===== src/rtl/mem_arb_pkg.sv =====
// Shared types and width helpers for the single-port memory arbiter.
package mem_arb_pkg;

  typedef enum logic [1:0] {
    OWN_NONE = 2'd0,
    OWN_IF   = 2'd1,
    OWN_D    = 2'd2
  } owner_e;

  typedef enum logic {
    IDLE = 1'b0,
    BUSY = 1'b1
  } state_e;

  // Wide enough for MEM_LAT and STARVE_MAX up to 15
  localparam int LAT_W    = 4;
  localparam int STARVE_W = 4;

  function automatic int be_width(input int data_w);
    return data_w / 8;
  endfunction

endpackage


===== src/rtl/mem_arb_lat_timer.sv =====
// Loadable down-counter tracking the in-flight memory access latency.
module mem_arb_lat_timer
  import mem_arb_pkg::*;
#(
  parameter int unsigned LOAD_VAL = 2
) (
  input  logic clk,
  input  logic reset,
  input  logic load,
  output logic busy,
  output logic done
);

  logic [LAT_W-1:0] cnt_r;

  // Count down from LOAD_VAL; done marks the response cycle
  always_ff @(posedge clk) begin
    if (reset) begin
      cnt_r <= {LAT_W{1'b0}};
    end else if (load) begin
      cnt_r <= LAT_W'(LOAD_VAL);
    end else if (cnt_r != {LAT_W{1'b0}}) begin
      cnt_r <= cnt_r - LAT_W'(1);
    end else begin
      cnt_r <= cnt_r;
    end
  end

  assign busy = (cnt_r != {LAT_W{1'b0}});
  assign done = (cnt_r == LAT_W'(1));

endmodule


===== src/rtl/mem_port_arbiter.sv =====
// Arbitrates fetch and load/store requesters onto one fixed-latency memory port,
// routing each response back to the requester that issued it.
module mem_port_arbiter
  import mem_arb_pkg::*;
#(
  parameter int ADDR_W     = 32,
  parameter int DATA_W     = 32,
  parameter int MEM_LAT    = 2,
  parameter int STARVE_MAX = 4
) (
  input  logic                     clk,
  input  logic                     reset,
  input  logic                     if_req,
  input  logic [ADDR_W-1:0]        if_addr,
  output logic                     if_gnt,
  output logic                     if_rvalid,
  output logic [DATA_W-1:0]        if_rdata,
  input  logic                     d_req,
  input  logic                     d_we,
  input  logic [be_width(DATA_W)-1:0] d_be,
  input  logic [ADDR_W-1:0]        d_addr,
  input  logic [DATA_W-1:0]        d_wdata,
  output logic                     d_gnt,
  output logic                     d_rvalid,
  output logic [DATA_W-1:0]        d_rdata,
  output logic                     mem_en,
  output logic                     mem_we,
  output logic [be_width(DATA_W)-1:0] mem_be,
  output logic [ADDR_W-1:0]        mem_addr,
  output logic [DATA_W-1:0]        mem_wdata,
  input  logic [DATA_W-1:0]        mem_rdata
);

  localparam int BE_W = be_width(DATA_W);

  state_e              state_r;
  owner_e              owner_r;
  logic [STARVE_W-1:0] starve_r;
  logic                busy_s;
  logic                done_s;
  logic                free_s;
  logic                win_if_s;
  logic                win_d_s;
  logic                resp_s;

  mem_arb_lat_timer #(
    .LOAD_VAL (MEM_LAT)
  ) u_timer (
    .clk   (clk),
    .reset (reset),
    .load  (win_if_s | win_d_s),
    .busy  (busy_s),
    .done  (done_s)
  );

  // Pick a winner when the port is free; fetch overrides data once starved
  always_comb begin
    free_s   = ((state_r == IDLE) && !busy_s) || done_s;
    win_if_s = 1'b0;
    win_d_s  = 1'b0;
    if (reset || !free_s) begin
      win_if_s = 1'b0;
      win_d_s  = 1'b0;
    end else if (if_req && d_req) begin
      if (starve_r == STARVE_W'(STARVE_MAX)) begin
        win_if_s = 1'b1;
      end else begin
        win_d_s = 1'b1;
      end
    end else begin
      win_if_s = if_req;
      win_d_s  = d_req;
    end
  end

  // Drive the memory port from the winner; bus is zero when nothing issues
  always_comb begin
    mem_en    = 1'b0;
    mem_we    = 1'b0;
    mem_be    = {BE_W{1'b0}};
    mem_addr  = {ADDR_W{1'b0}};
    mem_wdata = {DATA_W{1'b0}};
    if (win_d_s) begin
      mem_en    = 1'b1;
      mem_we    = d_we;
      mem_be    = d_be;
      mem_addr  = d_addr;
      mem_wdata = d_wdata;
    end else if (win_if_s) begin
      mem_en    = 1'b1;
      mem_be    = {BE_W{1'b1}};
      mem_addr  = if_addr;
    end else begin
      mem_en    = 1'b0;
    end
  end

  assign if_gnt    = win_if_s;
  assign d_gnt     = win_d_s;
  assign resp_s    = done_s && !reset && (state_r == BUSY);
  assign if_rvalid = resp_s && (owner_r == OWN_IF);
  assign d_rvalid  = resp_s && (owner_r == OWN_D);
  assign if_rdata  = if_rvalid ? mem_rdata : {DATA_W{1'b0}};
  assign d_rdata   = d_rvalid ? mem_rdata : {DATA_W{1'b0}};

  // Transaction ownership and starvation tracking
  always_ff @(posedge clk) begin
    if (reset) begin
      state_r  <= IDLE;
      owner_r  <= OWN_NONE;
      starve_r <= {STARVE_W{1'b0}};
    end else begin
      if (win_if_s || win_d_s) begin
        state_r <= BUSY;
        owner_r <= win_d_s ? OWN_D : OWN_IF;
      end else if (done_s) begin
        state_r <= IDLE;
        owner_r <= OWN_NONE;
      end else begin
        state_r <= state_r;
        owner_r <= owner_r;
      end
      if (win_if_s || !if_req) begin
        starve_r <= {STARVE_W{1'b0}};
      end else if (win_d_s && (starve_r != STARVE_W'(STARVE_MAX))) begin
        starve_r <= starve_r + STARVE_W'(1);
      end else begin
        starve_r <= starve_r;
      end
    end
  end

endmodule


===== config.mk =====
export PLATFORM = sky130hd
export DESIGN_NAME = mem_port_arbiter
export DESIGN_NICKNAME = d
export VERILOG_FILES = /design/src/rtl/mem_arb_pkg.sv /design/src/rtl/mem_arb_lat_timer.sv /design/src/rtl/mem_port_arbiter.sv
export SDC_FILE = /design/constraint.sdc
export NUM_CORES = 1
export LEC_CHECK = 0
export ABC_AREA = 1
export ABC_CLOCK_PERIOD_IN_PS = 2900
export BUFFER_PORTS_ARGS = -buffer_cell sky130_fd_sc_hd__clkbuf_2
export CAP_MARGIN = 10
export CORE_AREA = 8 8 99 101
export DETAILED_ROUTE_END_ITERATION = 8
export DIE_AREA = 0 0 107 109
export GPL_TIMING_DRIVEN = 0
export PLACE_DENSITY = 0.66
export SLEW_MARGIN = 15
export SYNTH_ARGS = -nofsm -noshare
export SYNTH_HDL_FRONTEND = slang
export SYNTH_SLANG_ARGS = --single-unit
export TNS_END_PERCENT = 1

===== constraint.sdc =====
create_clock -name clk -period 2.9 [get_ports clk]
set_input_delay 0.58 -clock clk [delete_from_list [all_inputs] [get_ports clk]]
set_output_delay 0.58 -clock clk [all_outputs]
set_load 0.03 [all_outputs]

==> results of run 1 <==
==> kinds of logic (layout without fill, tap and decap cells) <==
group,after synthesis,after routing,share of synthesized area
AND/OR/NAND/NOR,244,244,0.595
buffers and inverters,94,372,0.225
flip-flops,11,11,0.122
AO/OA/AOI/OAI,9,9,0.0298
XOR/XNOR,3,3,0.0146
adder cells (fa/ha/maj),2,2,0.0139
==> registers in the layout (all words and copies together) (netlist names) <==
register,flops
state_r,1
u_timer.cnt_r,4
owner_r,2
starve_r,4
==> per-layer routing <==
| metal | vias to the layer above | GRT usage |
|---|---|---|
| met1 | 1287 | 0.156 |
| met5 | - | 0 |
| met2 | 160 | 0.277 |
| li1 | 1582 | - |
| met3 | 5 | 0.0461 |
| met4 | 0 | 0.0141 |
==> through the flow <==
step	hold WS (ns)	setup slack [ns]	instances	total power, mW	utilization
CTS	0.498	0.327	749	0.852	0.401
finish	0.499	0.356	749	0.841	0.401
global placement	0.476	0.382	745	0.689	0.395
detailed placement	0.475	0.415	745	0.695	0.395
global route	0.530	0.113	749	0.902	0.401
floorplan	0.452	0.313	363	0.494	-
==> placed cells by master, fill, tap and decap left out, types with 3 or more instances in the layout <==
| cell | instances |
|---|---|
| a21oi_1 | 5 |
| buf_2 | 9 |
| buf_4 | 4 |
| clkbuf_2 | 274 |
| clkbuf_8 | 3 |
| dfxtp_1 | 11 |
| inv_1 | 75 |
| nand2_1 | 108 |
| nand3_1 | 4 |
| nand3_2 | 3 |
| nand4_1 | 3 |
| nor2_1 | 100 |
| nor2_2 | 11 |
| nor2_4 | 11 |
==> power by group <==
part / total (mW) / switching (mW) / internal (mW) / leakage, nW
clock network: 0.152 / 0.0554 / 0.0963 / 0.0228
registers: 0.167 / 0.00704 / 0.160 / 0.0895
logic: 0.522 / 0.346 / 0.177 / 2.28
total: 0.841 / 0.408 / 0.433 / 2.39
==> worst min path at each step <==
| stage | startpoint | end | slack, ns |
|---|---|---|---|
| 5_1_grt | starve_r[3] | starve_r[3] | 0.53 |
| 4_1_cts | state_r | state_r | 0.50 |
| 6_report | state_r | state_r | 0.50 |
| 2_1_floorplan | state_r | state_r | 0.45 |
| 3_5_place_dp | state_r | state_r | 0.48 |
| 3_3_place_gp | state_r | state_r | 0.48 |
==> worst max-delay path, cell delays in order (launching register included) <==
cell and delay, ns:
dfxtp_1 0.38, inv_1 0.06, ha_1 0.19, nand2_1 0.07, nor2_1 0.05, a21oi_1 0.15, nand3_2 0.14, clkinv_2 0.11
buf_2 0.21, nand2_1 0.10, nand2_1 0.07, clkbuf_2 0.20
==> final cells by class <==
| class | count | area [µm²] |
|---|---|---|
| Buffer | 16 | 113 |
| Clock buffer | 4 | 45.0 |
| Fill cell | 940 | 5020 |
| Inverter | 78 | 294 |
| Multi-Input combinational cell | 258 | 1180 |
| Sequential cell | 11 | 220 |
| Tap cell | 108 | 135 |
| Timing Repair Buffer | 274 | 1370 |
==> impl_metrics.yaml, run 1 <==
logic_synthesis:
  synth_area_per_cell_um2: 4.97
  synth-edff-count: 0
  synth.yosys.seq_area_share: 0.122
  synth_area_leader_cell: "nand2_1"
  yosysWarnings: 0
  synth.distinct_cells: 25
  synthCells: 363
  synthesis.nets: 502
  synth_common_cells: "108 x nand2_1, 100 x nor2_1, 75 x inv_1"
  synthesis.area_um2: 1810
  ys.flop_type: "dfxtp_1"
  ys_ff_latch: 11
  async_flop_share: 0
  synth_top_area_frac: 0.225
  yosysMostFrequentCell: "nand2_1"
  synthTopCellsByArea: "nand2_1 22%, nor2_1 21%, inv_1 16%, dfxtp_1 12%, nor2_4 6.9%"
routing:
  via_count: 3034
  wl_mm: 9.53
  drt-pass1-iter-count: 6
  met3_length_mm: 1.04
  route.detailed.drc: 0
  met2_length_mm: 5.04
  routedLengthMet1_mm: 3.41
  drt_iter0_drc: 177
  top_layer: "met4"
  vias_per_cell: 4.05
  ant_nets: 0
  wire_per_inst_um: 12.7
cts:
  clk_latency_ns: 0.24
  htreeDepth: 1
  post_cts_buffers: 0
  path_clk_slew_ns: 0.05
  cts.sinks: 11
  hold_buffers: 0
  cts_buffers: 3
  cts_root_buf: "clkbuf_8"
  clockBufferDepth: 2
  cts-resized-gates: 0
  cts_tree: "done"
hold_path:
  hold_path_class: "flip-flop to flip-flop"
  hold_path_depth: 2
placed_design:
  gp_congestion: 0.871
  dpl.hpwl_mm: 8.79
  postPlaceCellArea_um2: 3310
  port_buffers: 274
outcome:
  run_status: "completed"
global_routing:
  grt_pass1_wl_mm: 14.1
  first_global_vias: 3039
  grt_usage: 0.145
  grt_max_degree: 11
  gr-total-overflow: 0
  antenna_found_initial: 0
timing:
  rsz0062_at_grt: "no"
  drv_slew: 0
  worstMarginPinSlew_ns: 0.478
  slew_headroom: 0.680
  finalSetupViolations: 0
  period_needed_ns: 2.54
  finClkSkew_ns: 0.00506
  max_freq_mhz: 393
  period_share: 0.877
  final-hold-violation-count: 0
  finalSetupTns_ns: 0
setup_path:
  crit_path_start: "starve_r[0]"
  rr_startpoint: "starve_r[0]"
  crit_arrival_ns: 1.96
  crit_required_ns: 2.32
  crit_end: "mem_addr[19]"
  r2r_slack_ns: 1.28
  worst-r2r-cell-count: 11
  r2r-end: "starve_r[2]"
  cp-start-kind: "flip-flop"
  worstSetupPathType: "flip-flop to primary output"
  worstPathMaxFanout: 10
  cp-end-kind: "primary output"
final_layout:
  area_delta_synth_final_pct: 85.9
  design_area_um2: 3360
  antenna_cells: 0
  nNetsFinal: 781
  drive_gt1_frac: 0.504
die:
  fp.dieArea_um2: 11700
  core_area_um2: 8380
  io_pins: 275
  start_util: 0.215
  fp-row-count: 34
  fp.dieW_um: 107
  die_y_um: 109
power_and_ir_drop:
  pwr_density_cell_nw_per_um2: 250
  vdd_drop_max_mv: 0.195
  p_leak_nw: 2.39
run:
  cap_violations: 0
No activity file was read; power rests on OpenSTA's default activity.
==> run 2: changes to the inputs <==
- BUFFER_PORTS_ARGS: -buffer_cell sky130_fd_sc_hd__clkbuf_2 -> unset
- CORE_AREA: 8 8 99 101 -> 8 8 100 102
- DIE_AREA: 0 0 107 109 -> 0 0 108 110
- DONT_BUFFER_PORTS: unset -> 1
- PLACE_DENSITY: 0.66 -> 0.37
==> run 2 against run 1 <==
  * Design area shrank 38%
  * Register-to-register slack lost 0.03 ns
  * Global-route usage shrank 4.1 points
  * Hold slack lost 0.094 ns
  * Critical path type unchanged
  * Highest routed layer is now met3
==> impl_metrics.yaml, run 2 (same netlist as run 1, synthesis figures left out) <==
outcome:
  run_status: "completed"
setup_path:
  worstPathMaxFanout: 10
  worstSetupPathType: "flip-flop to primary output"
  rr_startpoint: "starve_r[0]"
  worst-r2r-cell-count: 11
  cp_slowest_cell: "nor2_1"
  cp-start-kind: "flip-flop"
  crit_arrival_ns: 2.22
  path_cells: "nor2_4, nand4_1, nor2_2, inv_1, buf_2, nor2_1"
  cp-end-kind: "primary output"
  r2r-end: "starve_r[3]"
  critical_path.top_delay_family: "simple AND/OR/NAND/NOR gates"
  crit_required_ns: 2.32
  crit_buf_inv: 2
  crit_path_start: "u_timer.cnt_r[2]"
  r2r_slack_ns: 1.25
  slowest_delay_ns: 0.47
routing:
  drt_iter0_drc: 122
  wire_per_inst_um: 16.6
  met3_length_um: 755
  wl_mm: 7.90
  routedLengthMet1_mm: 2.87
  via_count: 2041
  vias_per_cell: 4.30
  drt-pass1-iter-count: 4
  ant_nets: 0
  met2_length_mm: 4.28
  top_layer: "met3"
  route.detailed.drc: 0
die:
  fp.dieW_um: 108
  io_pins: 275
  start_util: 0.213
  fp.dieArea_um2: 11900
  die_y_um: 110
  core_area_um2: 8470
  fp-row-count: 34
hold_path:
  holdPathEnd: "owner_r[0]"
  hold_path_class: "input pin to flip-flop"
  hold_path_depth: 1
  holdCritStartpoint: "reset"
final_layout:
  antenna_cells: 0
  design_area_um2: 2070
  fill_cells: 971
  reg.largest.list: "starve_r (4), u_timer.cnt_r (4), owner_r (2)"
  multi_input_area_um2: 1260
  post-route-util: 0.245
  regArea_um2: 220
  layout_common_cells: "108 x nand2_1, 75 x inv_1, 66 x nor2_1"
  mostFrequentLayoutCell: "nand2_1"
  area_delta_synth_final_pct: 14.7
  nNetsFinal: 507
  drive_gt1_frac: 0.226
power_and_ir_drop:
  vdd_drop_max_mv: 0.232
  pwr-share-clk: 0.223
  p_switching_mw: 0.367
  pwr_density_cell_nw_per_um2: 334
  internal_power_mw: 0.324
  power.share.switching: 0.531
  report.power.total_mw: 0.692
  p_seq_frac: 0.242
  p_leak_nw: 1.18
  p_comb_frac: 0.535
cts:
  path_clk_slew_ns: 0.05
  clockBufferDepth: 2
  cts.sinks: 11
  clk_latency_ns: 0.24
  cts_root_buf: "clkbuf_8"
  cts_tree: "done"
  cts_buffers: 3
  htreeDepth: 1
timing:
  fin_ws_ns: 0.102
  drv_slew: 0
  max_freq_mhz: 357
  finalSetupViolations: 0
  final-hold-violation-count: 0
  finalSetupTns_ns: 0
  finClkSkew_ns: 0.00350
  rsz0062_at_grt: "yes"
  period_needed_ns: 2.80
  worstMarginPinSlew_ns: 0.641
  slew_headroom: 0.571
  period_share: 0.965
global_routing:
  grt_max_degree: 11
  antenna_found_initial: 0
  first_global_vias: 1964
  gr-total-overflow: 0
  grt_pass1_wl_mm: 10.0
  grt_usage: 0.103
run:
  cap_violations: 0
placed_design:
  dp_slack_ns: -0.105
  port_buffers: 0
  gp_congestion: 0.759
  dpl.hpwl_mm: 7.09
  postPlaceCellArea_um2: 1940
[run 2: changes by cell type in the layout (fill, tap and decap cells not counted), sizes merged]
cell / previous run / this run
clkbuf: 278 / 4
[run 2: per-layer routing]
metal,global-route usage,vias up
met2,0.206,127
met1,0.109,880
met5,0,-
met3,0.0302,0
met4,0.00297,0
li1,-,1034
[run 2: what timing repair did]
action                     in CTS  in global routing
hold buffers                    0                  0
resized for setup               2                 32
buffers inserted                0                  0
setup endpoints to repair      61                 51
[run 2: worst max path at each step]
stage | endpoint | slack, ns | cells past startpoint
2_1_floorplan | d_rdata[10] | 0.31 | 6
3_3_place_gp | d_rdata[17] | -0.12 | 6
3_5_place_dp | d_rdata[17] | -0.10 | 6
4_1_cts | d_rdata[17] | 0.05 | 6
5_1_grt | if_rdata[18] | -0.06 | 6
6_report | d_rdata[19] | 0.10 | 6
[run 2: power groups by stage]
stage	logic (mW)	registers (mW)	clock network (mW)
after floorplan	0.326	0.168	0
after global placement	0.369	0.170	0
after detailed placement	0.371	0.170	0
after CTS	0.372	0.167	0.162
after global routing	0.398	0.168	0.165
final	0.370	0.167	0.154
[run 2: final cells by class]
class,count,area share
multi-input combinational,258,0.610
inverter,78,0.142
sequential,11,0.106
buffer,16,0.0544
tap,108,0.0653
clock buffer,4,0.0218
[run 2: through the flow]
step                cells  hold WS (ns)
finish                475         0.404
detailed placement    471         0.476
CTS                   475         0.397
global route          475         0.399
floorplan             363         0.452
global placement      471         0.473
==> run 3: changes to the inputs <==
- ABC_CLOCK_PERIOD_IN_PS: 2900 -> 3040
- CORE_AREA: 8 8 100 102 -> 2 2 108 110
- DIE_AREA: 0 0 108 110 -> 0 0 110 112
- PLACE_DENSITY: 0.37 -> 0.31
- clock period: 2.9 -> 3.04 ns (I/O delays scaled with it)
==> run 3 against run 2 <==
  * Cell count increased by 7.4%
  * First-iteration DRC count shrank 14%
  * Clock power rose by 56%
  * Global-route usage decreased by 0.63 points
  * Count of clock-buffer cells in the layout stayed put
  * Critical path type unchanged
  * Die area grew 3.7%
  * Via count increased by 3.8%
  * Clock skew rose by 0.00087 ns
  * Sequential power decreased by 4%
  * Register-to-register slack improved by 0.16 ns
  * Wire length decreased by 13%
  * Highest routed layer is now met5
==> impl_metrics.yaml, run 3 (same netlist as run 1, synthesis figures left out) <==
timing:
  final-hold-violation-count: 0
  period_needed_ns: 2.84
  max_freq_mhz: 352
  worstMarginPinSlew_ns: 0.631
  finalSetupViolations: 0
  slew_headroom: 0.578
  finClkSkew_ns: 0.00437
  rsz0062_at_grt: "no"
  drv_slew: 0
  holdWs_ns: 0.437
  period_share: 0.935
die:
  fp.dieArea_um2: 12300
  core_area_um2: 11200
  fp.dieW_um: 110
  die_y_um: 112
  fp-row-count: 39
  io_pins: 275
  start_util: 0.162
routing:
  wire_per_inst_um: 13.5
  drt-pass1-iter-count: 4
  wl_mm: 6.87
  drt_iter0_drc: 105
  route.detailed.drc: 0
  vias_per_cell: 4.15
  via_count: 2118
  ant_nets: 0
placed_design:
  port_buffers: 0
  gp_congestion: 0.672
  dpl.hpwl_mm: 6.14
  postPlaceCellArea_um2: 1980
final_layout:
  mostFrequentLayoutCell: "nand2_1"
  drive_gt1_frac: 0.139
  reg.largest.list: "starve_r (4), u_timer.cnt_r (4), owner_r (2)"
  area_delta_synth_final_pct: 14.6
  design_area_um2: 2070
  antenna_cells: 0
  nNetsFinal: 507
  layout_common_cells: "108 x nand2_1, 98 x nor2_1, 75 x inv_1"
cts:
  cts_root_buf: "clkbuf_16"
  cts_tree: "done"
  cts_buffers: 3
  cts.sinks: 11
  path_clk_slew_ns: 0.04
  clk_latency_ns: 0.24
  clockBufferDepth: 2
  hold_buffers: 0
  htreeDepth: 1
power_and_ir_drop:
  pwr_density_cell_nw_per_um2: 363
  report.power.total_mw: 0.751
  p_leak_nw: 1.21
  vdd_drop_max_mv: 0.235
hold_path:
  hold_path_depth: 1
  hold_path_class: "input pin to flip-flop"
global_routing:
  grt_max_degree: 11
  antenna_found_initial: 1
  grt_pass1_wl_mm: 9.44
  grt_usage: 0.0970
  gr-total-overflow: 0
  first_global_vias: 1848
setup_path:
  cp-start-kind: "flip-flop"
  crit_arrival_ns: 2.24
  r2r_slack_ns: 1.41
  cp-end-kind: "primary output"
  worstSetupPathType: "flip-flop to primary output"
  worstPathMaxFanout: 10
  crit_required_ns: 2.43
  worst-r2r-cell-count: 11
run:
  cap_violations: 0
outcome:
  run_status: "completed"
run 3: stage by stage:
step | TNS, ns | setup slack (ns) | instances | util
floorplan | 0 | 0.397 | 363 | -
global placement | -2.04 | -0.115 | 506 | 0.178
detailed placement | -1.09 | -0.109 | 506 | 0.178
CTS | 0 | 0.135 | 510 | 0.185
global route | 0 | 0.0148 | 510 | 0.185
finish | 0 | 0.196 | 510 | 0.185
run 3: path summary, 6_finish.rpt:
path | startpoint | to
worst max register to register | starve_r[0] | starve_r[3]
worst min-delay path | reset | owner_r[0]
worst max-delay path | u_timer.cnt_r[2] | if_rdata[18]
worst min register to register | state_r | state_r
run 3: area by class of cell:
type	count	area, µm²
Multi-Input combinational cell	258	1180
Fill cell	1300	9110
Inverter	78	294
Tap cell	143	179
Clock buffer	4	78.8
Buffer	16	113
Sequential cell	11	220
run 3: power by group:
part | leakage [nW] | internal [mW] | total (mW) | switching [mW]
Sequential | 0.0895 | 0.153 | 0.160 | 0.00682
Combinational | 1.08 | 0.0644 | 0.351 | 0.286
Clock | 0.0382 | 0.176 | 0.241 | 0.0646
run 3: per-layer routing:
layer,vias up,track usage,part of all wire
li1,1038,-,-
met1,939,0.108,0.38
met2,137,0.188,0.53
met3,2,0.0258,0.089
met4,2,0.00506,0
met5,-,0,0.0015
run 3: repair_timing:
item | 4_1_cts | 5_1_grt
setup endpoints to repair | 52 | 0
buffers inserted | 0 | 0
gates resized for setup | 2 | 0
run 3: worst max-delay path, stage by stage (launching register included):
cell and delay (ns):
dfxtp_1 0.33, nor2_4 0.16, nand4_1 0.15, nor2_2 0.41
inv_1 0.21, buf_2 0.23, nor2_1 0.50
